--- src/rtl/dither_seq_ctrl.sv ---
// Sequencer for the gyro dither/demodulation engine: trigger generation, engine
// reset and configuration ownership, cycle-boundary detection and watchdog.
module dither_seq_ctrl #(
  parameter int          RST_CYC    = 4,
  parameter int          DISCARD    = 1,
  parameter int          WDOG_TRIGS = 4096,
  parameter logic [31:0] DEF_WAIT   = 32'd16,
  parameter logic [2:0]  DEF_AVG    = 3'd3
) (
  input  logic               i_clk,
  input  logic               i_rst_n,
  input  logic               i_en,
  input  logic [31:0]        i_trig_period,
  input  logic               i_cfg_wr,
  input  logic [31:0]        i_cfg_wait_cnt,
  input  logic [2:0]         i_cfg_avg_sel,
  input  logic signed [31:0] i_eng_dither,
  input  logic signed [31:0] i_eng_data,
  output logic               o_trig,
  output logic               o_eng_rst_n,
  output logic [31:0]        o_wait_cnt,
  output logic [2:0]         o_avg_sel,
  output logic signed [31:0] o_data,
  output logic               o_valid,
  output logic               o_cfg_pend,
  output logic               o_err,
  output logic [1:0]         o_state
);

  typedef enum logic [1:0] {IDLE = 2'd0, ERST = 2'd1, RUN = 2'd2} state_t;

  state_t      state;
  logic [31:0] sh_wait;
  logic [2:0]  sh_avg;
  logic [31:0] rst_cnt, trig_cnt, disc_cnt, wdog_cnt;
  logic        s_q, first_seen;

  logic [31:0] eff_per, nx_wait;
  logic [2:0]  nx_avg;
  logic        bnd, trig_hit, wdog_hit, bnd_restart, dither_unused;

  // Only the sign of the dither word matters.
  assign dither_unused = ^i_eng_dither[30:0];

  assign eff_per     = (i_trig_period < 32'd2) ? 32'd2 : i_trig_period;
  assign bnd         = s_q & ~i_eng_dither[31];
  assign trig_hit    = trig_cnt >= (eff_per - 32'd1);
  assign wdog_hit    = o_trig & ~bnd & (wdog_cnt >= 32'(WDOG_TRIGS - 1));
  assign bnd_restart = bnd & (o_cfg_pend | i_cfg_wr);
  // A write landing on the restart edge is folded into that restart.
  assign nx_wait     = i_cfg_wr ? i_cfg_wait_cnt : sh_wait;
  assign nx_avg      = i_cfg_wr ? i_cfg_avg_sel  : sh_avg;
  assign o_state     = state;

  always_ff @(posedge i_clk or negedge i_rst_n) begin
    if (!i_rst_n) begin
      state       <= IDLE;
      sh_wait     <= DEF_WAIT;
      sh_avg      <= DEF_AVG;
      rst_cnt     <= '0;
      trig_cnt    <= '0;
      disc_cnt    <= '0;
      wdog_cnt    <= '0;
      s_q         <= 1'b0;
      first_seen  <= 1'b0;
      o_trig      <= 1'b0;
      o_eng_rst_n <= 1'b0;
      o_wait_cnt  <= DEF_WAIT;
      o_avg_sel   <= DEF_AVG;
      o_data      <= '0;
      o_valid     <= 1'b0;
      o_cfg_pend  <= 1'b0;
      o_err       <= 1'b0;
    end else begin
      o_valid <= 1'b0;
      o_trig  <= 1'b0;
      s_q     <= i_eng_dither[31];
      if (i_cfg_wr) begin
        sh_wait    <= i_cfg_wait_cnt;
        sh_avg     <= i_cfg_avg_sel;
        o_cfg_pend <= 1'b1;
      end
      if (!i_en) begin
        state       <= IDLE;
        o_eng_rst_n <= 1'b0;
      end else begin
        case (state)
          IDLE: begin
            state      <= ERST;
            o_err      <= 1'b0;
            rst_cnt    <= '0;
            o_wait_cnt <= nx_wait;
            o_avg_sel  <= nx_avg;
            o_cfg_pend <= 1'b0;
          end
          ERST: begin
            if (rst_cnt >= 32'(RST_CYC - 1)) begin
              state       <= RUN;
              o_eng_rst_n <= 1'b1;
              trig_cnt    <= '0;
              disc_cnt    <= '0;
              wdog_cnt    <= '0;
              first_seen  <= 1'b0;
            end else begin
              rst_cnt <= rst_cnt + 32'd1;
            end
          end
          RUN: begin
            o_trig   <= trig_hit;
            trig_cnt <= trig_hit ? 32'd0 : trig_cnt + 32'd1;
            if (bnd)         wdog_cnt <= '0;
            else if (o_trig) wdog_cnt <= wdog_cnt + 32'd1;
            // First edge after restart is the engine start, not a finished cycle.
            if (bnd) begin
              if (!first_seen)                  first_seen <= 1'b1;
              else if (disc_cnt < 32'(DISCARD)) disc_cnt   <= disc_cnt + 32'd1;
              else begin
                o_valid <= 1'b1;
                o_data  <= i_eng_data;
              end
            end
            if (bnd_restart || wdog_hit) begin
              state       <= ERST;
              o_eng_rst_n <= 1'b0;
              o_trig      <= 1'b0;
              rst_cnt     <= '0;
              o_wait_cnt  <= nx_wait;
              o_avg_sel   <= nx_avg;
              o_cfg_pend  <= 1'b0;
            end
            if (wdog_hit) o_err <= 1'b1;
          end
          default: state <= IDLE;
        endcase
      end
    end
  end

endmodule

--- config.mk ---
export PLATFORM = sky130hd
export DESIGN_NAME = dither_seq_ctrl
export DESIGN_NICKNAME = d
export VERILOG_FILES = /design/src/rtl/dither_seq_ctrl.sv
export SDC_FILE = /design/constraint.sdc
export NUM_CORES = 1
export LEC_CHECK = 0
export BUFFER_PORTS_ARGS = -buffer_cell sky130_fd_sc_hd__buf_2
export CORE_ASPECT_RATIO = 2
export CORE_UTILIZATION = 40
export CTS_CLUSTER_SIZE = 8
export DETAILED_ROUTE_END_ITERATION = 10
export SLEW_MARGIN = 0
export SYNTH_ARGS = -nofsm -noshare
export SYNTH_HDL_FRONTEND = slang
export SYNTH_SLANG_ARGS = --single-unit
--- constraint.sdc ---
create_clock -name i_clk -period 3.05 [get_ports i_clk]
set_clock_uncertainty 0.1 [all_clocks]
set_input_delay 0.61 -clock i_clk [delete_from_list [all_inputs] [get_ports i_clk]]
set_output_delay 0.61 -clock i_clk [all_outputs]
set_load 0.005 [all_outputs]
==> impl_metrics.csv, run 1 <==
group,metric,value,unit
clocking,cts_root_buffer,"clkbuf_16",
logic_synthesis,synthMuxAreaShare,11.1,%
final_layout,area_growth,31.4,%
floorplanning,fp.dieH,238,um
grt,grt_first_pass_wirelength,45600,um
drt,viasPerCell,5.26,
setup_path,rrSetupSlack,0.26,ns
run_status,violations,"negative setup slack",
placed_design,io_buffers,177,
grt,grt_util_all_layers,20.1,%
setup_path,crit_type,"input pin to flop",
drt,routed_wl,28100,um
final_layout,seqCellArea,5990,um2
drt,wl_per_cell,17.1,um
power,irDropWorstVdd,666,uV
setup_path,worst_setup_path_end_kind,"flop",
setup_path,crit_arrival,4.82,ns
floorplanning,die_x,120,um
grt,grt_max_degree,63,
placed_design,hpwl,20700,um
floorplanning,start_util,40.6,%
drt,route.vias.total,8655,
grt,overflow,0,
power,seqPwrFrac,43.3,%
clocking,cts_sinks,239,
power,power_frac_clock,40.4,%
final_layout,finish.net_count,1453,
power,switching_share,25.7,%
final_layout,drive_gt1_share,38.2,%
clocking,h-tree-depth,2,
hold_path,min_to,"s_q$_DFF_PN0_",
final_layout,mostFrequentLayoutCells,"dfrtp_1 (233), buf_2 (174), mux2_2 (102), nor2_1 (90), buf_4 (83)",
logic_synthesis,seq_area_frac_synth,53.6,%
clocking,cts_tree,"done",
flow_run,cap_violations,0,
sta,fin_tns_setup,-44.74,ns
logic_synthesis,synth_seq_cells,239,
logic_synthesis,postSynth.asyncResetShare,100,%
clocking,clk_path_buf_depth,3,
power,p_leak,6.89,nW
sta,final.period_utilization,148,%
logic_synthesis,synth_ff_type,"dfrtp_1",
power,comb_power_share,16.4,%
logic_synthesis,syn_nets,1171,
hold_path,min_from,"i_eng_dither[31]",
grt,antenna_found_initial,0,
hold_path,hold_class,"input pin to flop",
sta,hold-worst-slack,0.211,ns
floorplanning,io_pins,209,
floorplanning,coreArea,27500,um2
logic_synthesis,synth-adder-area-share,4.26,%
final_layout,diodes,0,
run_status,outcome,"complete, but fails checks",
setup_path,reg2regPathDepth,11,
power,power.density,584,nW/um2
drt,ant_nets,0,
placed_design,place_congestion,0.814,
power,p_switching,2.20,mW
power,power.total,8.58,mW
hold_path,hold_depth,1,
sta,drv_slew,0,
setup_path,startpoint_type,"input pin",
clocking,insertion_delay,0.50,ns
logic_synthesis,syn_area_per_cell,11.2,um2
sta,grt_setup_unrepaired,"true",
clocking,cts-buffers-inserted,35,
floorplanning,std_cell_rows,86,
sta,final-setup-viol-count,33,
sta,period_needed,4.52,ns
setup_path,r2r-start,"trig_cnt[5]$_DFFE_PN0P_",
drt,drtIter0Drc,269,
logic_synthesis,synth_compound_area_share,6.45,%
logic_synthesis,synth-xor-area-share,4.62,%
grt,grt_pass1_vias,9131,
logic_synthesis,syn_inst,998,
drt,drcViolationCount,0,
logic_synthesis,ys_warn_count,0,
logic_synthesis,syn_area,11200,um2
logic_synthesis,synth_edf_count,0,
power,p_int,6.37,mW
sta,max_slew_margin,46.0,%
floorplanning,die-area,28600,um2
sta,worst_pin_slew,0.808,ns
final_layout,multi_input_area,5470,um2
logic_synthesis,ys_types,60,
sta,finalHoldViolations,0,
sta,fin_ws,-1.47,ns
clocking,clk_pin_slew,0.05,ns
final_layout,layout.cells.most_common,"dfrtp_1",
setup_path,cp.required,3.35,ns
setup_path,cp_max_fo,6,
setup_path,regToRegEndpoint,"trig_cnt[22]$_DFFE_PN0P_",
logic_synthesis,synth_simple_gate_area_share,18.3,%
logic_synthesis,synth_top_family_by_area,"simple AND/OR/NAND/NOR gates",
drt,drt_pre_antenna_iters,4,
sta,clock.fmax,221,MHz
final_layout,fillCellCount,2541,
[state kept, by name, indices dropped and copies added (netlist names), 2 cells and up]
name	count
disc_cnt	32
o_state	2
wdog_cnt	32
o_wait_cnt	32
trig_cnt	32
sh_avg	3
o_avg_sel	3
o_data	32
rst_cnt	32
sh_wait	32
[synth_stat cells, types with 3 or more instances]
library cell / number / area share [%]
a211oi_1: 5 / 0.34
a21o_1: 8 / 0.54
a21oi_1: 27 / 1.2
a22o_1: 4 / 0.31
a31oi_1: 11 / 0.62
a41oi_1: 7 / 0.55
and2_1: 49 / 2.7
and3_1: 17 / 0.95
and4_1: 4 / 0.31
buf_2: 4 / 0.18
clkbuf_1: 24 / 0.81
dfrtp_1: 233 / 52
dfstp_2: 6 / 1.4
ha_1: 38 / 4.3
inv_1: 17 / 0.57
mux2_2: 102 / 10
mux2i_1: 7 / 0.63
nand2_1: 56 / 1.9
nand2b_1: 5 / 0.28
nand3_1: 51 / 2.3
nand4_1: 23 / 1.3
nor2_1: 100 / 3.4
nor2b_1: 12 / 0.67
nor3_1: 23 / 1.0
nor4_1: 23 / 1.3
o21ai_0: 21 / 0.94
o2bb2ai_1: 3 / 0.24
o31ai_1: 8 / 0.54
or2_2: 3 / 0.17
or3_1: 11 / 0.62
or4_1: 4 / 0.27
xnor2_1: 30 / 2.4
xor2_1: 29 / 2.3
[layer usage]
metal  wire (um)  global-route usage, %  up-vias  part of all wire, %
met4        1500                   11.1        0                  5.3
met2       15700                   38.5      210                   56
met5           0                      0        -                    0
met1        9710                   19.8     4256                   35
li1            -                      -     4111                    -
met3        1180                   3.63       78                  4.2
[worst max-delay path, cell delays in order]
cell	delay (ns)
buf_6	0.09
or4_4	0.54
or4b_4	0.52
nor3_4	0.14
nand4_1	0.15
o21ai_2	0.21
ha_4	0.24
buf_6	0.13
nand2_8	0.06
nor4_4	0.15
xnor2_1	0.17
ha_2	0.32
o21ai_2	0.11
o21bai_1	0.07
a21oi_1	0.15
nor2_1	0.05
o2111a_2	0.29
nor3_4	0.26
buf_6	0.18
buf_12	0.11
nand2_8	0.08
o31ai_2	0.19
[how the worst max path moves through the flow]
stage	start	cells after the start	slack [ns]	end
2_1_floorplan	i_trig_period[10]	19	-1.75	trig_cnt[11]$_DFFE_PN0P_
4_1_cts	i_trig_period[10]	21	-1.41	trig_cnt[6]$_DFFE_PN0P_
5_1_grt	i_trig_period[10]	22	-1.69	trig_cnt[28]$_DFFE_PN0P_
3_3_place_gp	i_trig_period[25]	22	-2.17	trig_cnt[18]$_DFFE_PN0P_
6_report	i_trig_period[10]	22	-1.47	trig_cnt[22]$_DFFE_PN0P_
3_5_place_dp	i_trig_period[25]	22	-2.15	trig_cnt[15]$_DFFE_PN0P_
[area by class of cell]
cell class | count | share of cell area, %
Sequential cell | 239 | 40.8
Multi-Input combinational cell | 712 | 37.3
Timing Repair Buffer | 275 | 11.9
Clock buffer | 50 | 6.49
Tap cell | 352 | 3.00
Inverter | 17 | 0.435
Clock inverter | 2 | 0.170
[logic make-up after synthesis]
kind of cell / count (synthesis)
simple gates: 393
flops: 239
mux: 111
compound gates: 110
xor+xnor: 59
buf+inv: 48
fa+ha+maj: 38
[power by group through the flow]
| stage | Sequential, mW | Clock, mW | Combinational, mW |
|---|---|---|---|
| 4_1_cts | 3.71 | 3.57 | 1.40 |
| 3_3_place_gp | 3.74 | 0 | 1.33 |
| 6_report | 3.71 | 3.46 | 1.40 |
| 5_1_grt | 3.75 | 3.69 | 1.55 |
| 2_1_floorplan | 3.76 | 0 | 0.637 |
| 3_5_place_dp | 3.75 | 0 | 1.35 |
[stage by stage]
stage                     util, %  cell area [um2]  setup slack [ns]  cells
after floorplan                 -            11300             -1.75    998
after global routing         53.3            14700             -1.69   1647
after detailed placement     47.8            13200             -2.15   1587
after CTS                    52.3            14400             -1.41   1643
after global placement       47.8            13200             -2.17   1587
final                        53.3            14700             -1.47   1647
[what timing repair did]
action	CTS	global route
resized for setup	46	44
endpoints found under the setup margin	33	33
buffers inserted	3	4
gates cloned	0	1
endpoints found under the hold margin	50	0
pin swaps	20	16
hold buffers	1	0
Power figures use the tool's default switching activity.
==> run 2, diff against run 1 <==
--- a/config.mk
+++ b/config.mk
@@ -7,9 +7,10 @@
 export LEC_CHECK = 0
 export BUFFER_PORTS_ARGS = -buffer_cell sky130_fd_sc_hd__buf_2
 export CORE_ASPECT_RATIO = 2
-export CORE_UTILIZATION = 40
+export CORE_UTILIZATION = 45
 export CTS_CLUSTER_SIZE = 8
 export DETAILED_ROUTE_END_ITERATION = 10
+export PLACE_DENSITY = 0.67
 export SLEW_MARGIN = 0
 export SYNTH_ARGS = -nofsm -noshare
 export SYNTH_HDL_FRONTEND = slang
==> run 2 against run 1 <==
  * The flow still finishes with violations (negative setup slack)
  * Register-to-register slack got worse by 0.05 ns
  * Hold slack got worse by 0.019 ns
  * Via count decreased by 0.75%
  * Critical path depth decreased by 2
  * Sequential share of layout area increased by 0.37 points
  * Critical path type unchanged
  * Largest cell class unchanged
==> impl_metrics.csv, run 2 (same netlist as run 1, synthesis figures left out) <==
group,metric,value,unit
run_status,outcome,"complete, but fails checks",
sta,final.period_utilization,149,%
setup_path,regToRegEndpoint,"trig_cnt[6]$_DFFE_PN0P_",
final_layout,finish.net_count,1445,
drt,wl_per_cell,16.8,um
power,power.density,588,nW/um2
sta,period_needed,4.54,ns
flow_run,cap_violations,0,
setup_path,crit_arrival,4.83,ns
power,power.total,8.56,mW
placed_design,io_buffers,177,
setup_path,r2r-start,"trig_cnt[5]$_DFFE_PN0P_",
sta,clock.fmax,220,MHz
run_status,violations,"negative setup slack",
hold_path,min_to,"s_q$_DFF_PN0_",
power,p_leak,6.84,nW
sta,final-setup-viol-count,33,
grt,grt_first_pass_wirelength,44400,um
clocking,h-tree-depth,2,
setup_path,cp_slowest_cell,"or4_4",
setup_path,crit_top_cell,"buf_6",
sta,fin_ws,-1.49,ns
setup_path,reg2regPathDepth,10,
drt,drtIter0Drc,258,
floorplanning,start_util,45.7,%
setup_path,crit_type,"input pin to flop",
final_layout,fillCellCount,2057,
grt,busiest_layer,"met2",
grt,overflow,0,
sta,max_slew_margin,50.2,%
floorplanning,fp.dieH,225,um
final_layout,design_area,14600,um2
setup_path,worst-path-buf-inv,4,
power,irDropWorstVdd,681,uV
clocking,cts-buffers-inserted,35,
setup_path,worstPathCellList,"buf_6 -> or4_4 -> or3_4 -> nor4_4 -> buf_4 -> nand4_1 -> buf_6 -> o21ai_4 -> ha_4 -> nand3_4 -> or2_4 -> xor2_1 -> ha_1 -> and4_1 -> a221oi_4 -> o31ai_4 -> nor3_4 -> buf_12 -> nand2_8 -> o311ai_4",
sta,fin_tns_setup,-46.51,ns
final_layout,seqCellArea,5990,um2
clocking,clk_path_buf_depth,3,
setup_path,worst_setup_path_end_kind,"flop",
clocking,cts_root_buffer,"clkbuf_16",
placed_design,place_congestion,0.846,
setup_path,cp_max_fo,11,
hold_path,min_from,"i_eng_dither[31]",
setup_path,startpoint_type,"input pin",
grt,grt_util_all_layers,21.9,%
placed_design,postPlaceCellArea,13100,um2
final_layout,mostFrequentLayoutCells,"dfrtp_1 (233), buf_2 (173), mux2_2 (102), nor2_1 (91), buf_4 (79)",
placed_design,hpwl,19400,um
sta,drv_slew,0,
drt,drt_pre_antenna_iters,4,
floorplanning,std_cell_rows,81,
setup_path,rrSetupSlack,0.21,ns
clocking,cts_sinks,239,
floorplanning,die_x,113,um
grt,met1_usage,21.6,%
hold_path,hold_class,"input pin to flop",
setup_path,max_stage_delay,0.52,ns
setup_path,crit_family,"simple AND/OR/NAND/NOR gates",
floorplanning,die-area,25500,um2
drt,viasPerCell,5.31,
drt,route.vias.total,8590,
hold_path,hold_depth,1,
final_layout,area_growth,30.2,%
final_layout,layout.cells.most_common,"dfrtp_1",
setup_path,cp.required,3.34,ns
grt,grt_use_met3,4.04,%
final_layout,diodes,0,
floorplanning,io_pins,209,
sta,finalHoldViolations,0,
grt,grt_max_degree,76,
floorplanning,coreArea,24400,um2
grt,grt_pass1_vias,9287,
sta,grt_setup_unrepaired,"true",
drt,ant_nets,0,
drt,routed_wl,27100,um
drt,drcViolationCount,0,
clocking,cts_tree,"done",
grt,antenna_found_initial,0,
clocking,insertion_delay,0.51,ns
final_layout,multi_input_area,5390,um2
final_layout,drive_gt1_share,36.7,%
clocking,clk_pin_slew,0.05,ns
grt,use_met2,41.9,%
sta,worst_pin_slew,0.744,ns
-- run 2: what timing repair did --
item	CTS	global route
buffers inserted	6	3
pin swaps	18	13
gates cloned	2	0
hold endpoints to repair	35	0
gates resized for setup	37	36
setup endpoints to repair	33	33
hold buffers	1	0
-- run 2: worst reg2reg max path, stage by stage (launching register included) --
cell,delay (ns)
dfrtp_1,0.44
ha_1,0.35
a211oi_1,0.31
nor2_1,0.10
a211oi_2,0.25
o41ai_1,0.12
o2111a_2,0.28
nor3_4,0.19
buf_12,0.17
nand2_8,0.11
o311ai_4,0.31
-- run 2: final cells by class --
class / count / area share (%)
clock buffers: 50 / 6.55
well taps: 332 / 2.85
clock inverters: 2 / 0.172
repair buffers: 268 / 11.8
multi-input cells: 711 / 37.0
inverters: 17 / 0.439
flip-flops and latches: 239 / 41.2
-- run 2: power breakdown --
group	leakage [nW]	switching (mW)	internal, mW
Clock	0.472	1.33	2.14
Combinational	3.21	0.692	0.692
Sequential	3.16	0.186	3.52
Total	6.84	2.20	6.36
-- run 2: worst max-delay path by stage --
stage,startpoint,endpoint,slack (ns),cells after the start
6_report,i_trig_period[25],trig_cnt[6]$_DFFE_PN0P_,-1.49,20
5_1_grt,i_trig_period[25],trig_cnt[24]$_DFFE_PN0P_,-1.72,23
4_1_cts,i_trig_period[25],trig_cnt[24]$_DFFE_PN0P_,-1.53,22
3_5_place_dp,i_trig_period[25],trig_cnt[3]$_DFFE_PN0P_,-2.62,21
3_3_place_gp,i_trig_period[25],trig_cnt[4]$_DFFE_PN0P_,-2.55,20
2_1_floorplan,i_trig_period[10],trig_cnt[11]$_DFFE_PN0P_,-1.75,19
-- run 2: metal layers --
layer | vias up | part of all wire (%)
li1 | 4099 | -
met1 | 4183 | 35
met2 | 222 | 56
met3 | 86 | 4.0
met4 | 0 | 5.2
met5 | - | 0
-- run 2: stage by stage --
step	utilization, %	hold WS, ns	std cells	setup slack (ns)
CTS	58.7	0.184	1618	-1.53
global route	59.6	0.194	1619	-1.72
finish	59.6	0.192	1619	-1.49
detailed placement	53.6	0.363	1558	-2.62
global placement	53.6	0.367	1558	-2.55
floorplan	-	0.214	998	-1.75
==> run 3, diff against run 2 <==
--- a/config.mk
+++ b/config.mk
@@ -7,10 +7,9 @@
 export LEC_CHECK = 0
 export BUFFER_PORTS_ARGS = -buffer_cell sky130_fd_sc_hd__buf_2
 export CORE_ASPECT_RATIO = 2
-export CORE_UTILIZATION = 45
+export CORE_UTILIZATION = 30
 export CTS_CLUSTER_SIZE = 8
 export DETAILED_ROUTE_END_ITERATION = 10
-export PLACE_DENSITY = 0.67
 export SLEW_MARGIN = 0
 export SYNTH_ARGS = -nofsm -noshare
 export SYNTH_HDL_FRONTEND = slang
==> constraint.sdc (replaced) <==
create_clock -name i_clk -period 4.7 [get_ports i_clk]
set_clock_uncertainty 0.1 [all_clocks]
set_input_delay 0.94 -clock i_clk [delete_from_list [all_inputs] [get_ports i_clk]]
set_output_delay 0.94 -clock i_clk [all_outputs]
set_load 0.005 [all_outputs]
==> run 3 against run 2 <==
  * The run ends with design-rule violations, negative setup slack left
  * Worst setup slack better by 1.2 ns
  * Critical path depth up 2
  * Flip-flop and latch count stayed put
  * Via count decreased by 0.68%
  * Sequential power decreased by 35%
  * Core utilization decreased by 20 points
  * Sequential share of layout area shrank 0.17 points
  * Clock power down 34%
  * Critical path type unchanged
  * Critical endpoint is now trig_cnt[10]$_DFFE_PN0P_
==> impl_metrics.csv, run 3 (same netlist as run 1, synthesis figures left out) <==
group,metric,value,unit
drt,routed_wl,28800,um
final_layout,utilization,40.0,%
drt,drtIter0Drc,305,
drt,viasPerCell,4.96,
sta,final-setup-viol-count,32,
clocking,insertion_delay,0.54,ns
setup_path,r2r-start,"wdog_cnt[3]$_DFFE_PN0P_",
clocking,cts_tree,"done",
final_layout,mostFrequentLayoutCells,"dfrtp_1 (233), buf_2 (175), mux2_2 (102), nor2_1 (91), buf_4 (60)",
clocking,clk_pin_slew,0.05,ns
final_layout,finish.net_count,1428,
sta,max_slew_margin,35.2,%
sta,clock.fmax,202,MHz
drt,ant_nets,0,
floorplanning,coreArea,36500,um2
hold_path,hold_class,"input pin to asynchronous set/reset pin",
setup_path,cp_slowest_cell,"or4_4",
clocking,clk_path_buf_depth,3,
setup_path,max_stage_delay,0.52,ns
placed_design,io_buffers,177,
final_layout,drive_gt1_share,36.8,%
setup_path,crit_family,"simple AND/OR/NAND/NOR gates",
sta,hold-worst-slack,0.328,ns
final_layout,design_area,14600,um2
clocking,cts_sinks,239,
sta,grt_setup_unrepaired,"true",
setup_path,worstPathCellList,"buf_6 -> or4_4 -> or3_4 -> nor4_4 -> buf_4 -> nand4_1 -> o21ai_2 -> ha_4 -> nand3_4 -> or2_4 -> nor3_4 -> xnor2_1 -> ha_1 -> nand4_1 -> nor2_2 -> buf_4 -> o2111a_2 -> nor3_4 -> buf_12 -> clkbuf_16 -> a21o_1 -> a22o_1",
sta,final.period_utilization,105,%
final_layout,area_growth,30.8,%
drt,wl_per_cell,16.7,um
clocking,cts-buffers-inserted,35,
clocking,cts_root_buffer,"clkbuf_16",
floorplanning,die-area,38100,um2
setup_path,crit_arrival,5.25,ns
power,p_leak,6.83,nW
floorplanning,die_x,138,um
grt,grt_max_degree,101,
setup_path,cp_max_fo,8,
floorplanning,io_pins,209,
power,power.density,382,nW/um2
sta,drv_slew,0,
clocking,h-tree-depth,2,
placed_design,postPlaceCellArea,13100,um2
power,power.total,5.58,mW
grt,grt_util_all_layers,15.0,%
placed_design,place_congestion,0.814,
drt,drt_pre_antenna_iters,7,
setup_path,cp.required,4.99,ns
power,irDropWorstVdd,345,uV
clocking,postCtsHoldBufs,0,
setup_path,worst_setup_path_end_kind,"flop",
placed_design,hpwl,20400,um
run_status,violations,"design-rule violations, negative setup slack",
drt,route.vias.total,8532,
grt,overflow,0,
sta,worst_pin_slew,0.970,ns
setup_path,rrSetupSlack,1.41,ns
grt,antenna_found_initial,1,
run_status,outcome,"complete, but fails checks",
setup_path,reg2regPathDepth,7,
setup_path,crit_type,"input pin to flop",
sta,fin_tns_setup,-5.81,ns
drt,drcViolationCount,20,
floorplanning,std_cell_rows,99,
sta,finalHoldViolations,0,
grt,grt_first_pass_wirelength,45400,um
setup_path,regToRegEndpoint,"o_wait_cnt[30]$_DFFE_PN0P_",
placed_design,dp.cells,1665,
final_layout,fin_cells,1721,
floorplanning,start_util,30.6,%
floorplanning,fp.dieH,275,um
flow_run,cap_violations,0,
sta,fin_ws,-0.255,ns
grt,grt_pass1_vias,9075,
setup_path,worst-path-buf-inv,5,
setup_path,startpoint_type,"input pin",
sta,period_needed,4.95,ns
final_layout,layout.cells.most_common,"dfrtp_1",
placed_design,pre_cts_slack,-1.13,ns
run 3: cell types whose count changed in the layout (fill, tap and decap cells not counted), sizes merged:
cell         previous run  this run
buf                   267       248
clkbuf                 50        46
inv                    18        17
dlygate4sd3             1         0
diode                   0         2
nand2                  56        57
clkinv                  1         3
run 3: worst reg2reg max path, stage by stage (launching register included):
cell and delay [ns]:
dfrtp_1 0.42, nand4_1 0.22, or4_1 0.70, a41oi_1 0.37, nor2_1 0.19, nor2_4 0.53
buf_12 0.28, mux2_2 0.37
run 3: metal layers:
metal / wire, um / track usage [%] / vias up
li1: - / - / 4056
met1: 10100 / 14.4 / 4204
met2: 15800 / 29.3 / 198
met3: 1120 / 2.45 / 74
met4: 1740 / 9.43 / 0
met5: 0 / 0 / -
run 3: final cells by class:
class,instances,area [um2]
Clock inverter,3,76.3
Timing Repair Buffer,250,1600
Multi-Input combinational cell,712,5410
Inverter,17,63.8
Antenna cell,2,5.00
Tap cell,454,568
Clock buffer,44,910
Fill cell,3465,21900
Sequential cell,239,5990
run 3: power breakdown:
| group | internal (mW) | switching, mW |
|---|---|---|
| Combinational | 0.443 | 0.458 |
| Clock | 1.36 | 0.915 |
| Sequential | 2.29 | 0.122 |
| Total | 4.09 | 1.50 |
run 3: worst max-delay path by stage:
stage,from,to,slack (ns),depth (start not counted)
after floorplan,i_trig_period[10],trig_cnt[11]$_DFFE_PN0P_,-0.43,19
after CTS,i_trig_period[25],trig_cnt[3]$_DFFE_PN0P_,-0.24,22
after global routing,i_trig_period[25],trig_cnt[30]$_DFFE_PN0P_,-0.44,22
after global placement,i_trig_period[25],trig_cnt[10]$_DFFE_PN0P_,-0.98,22
after detailed placement,i_trig_period[25],trig_cnt[3]$_DFFE_PN0P_,-1.13,22
final,i_trig_period[25],trig_cnt[10]$_DFFE_PN0P_,-0.25,22
run 3: repair_timing:
action	4_1_cts	5_1_grt
setup endpoints to repair	33	33
buffers inserted	3	2
cloned	2	2
resized for setup	36	41
pin swaps	11	17
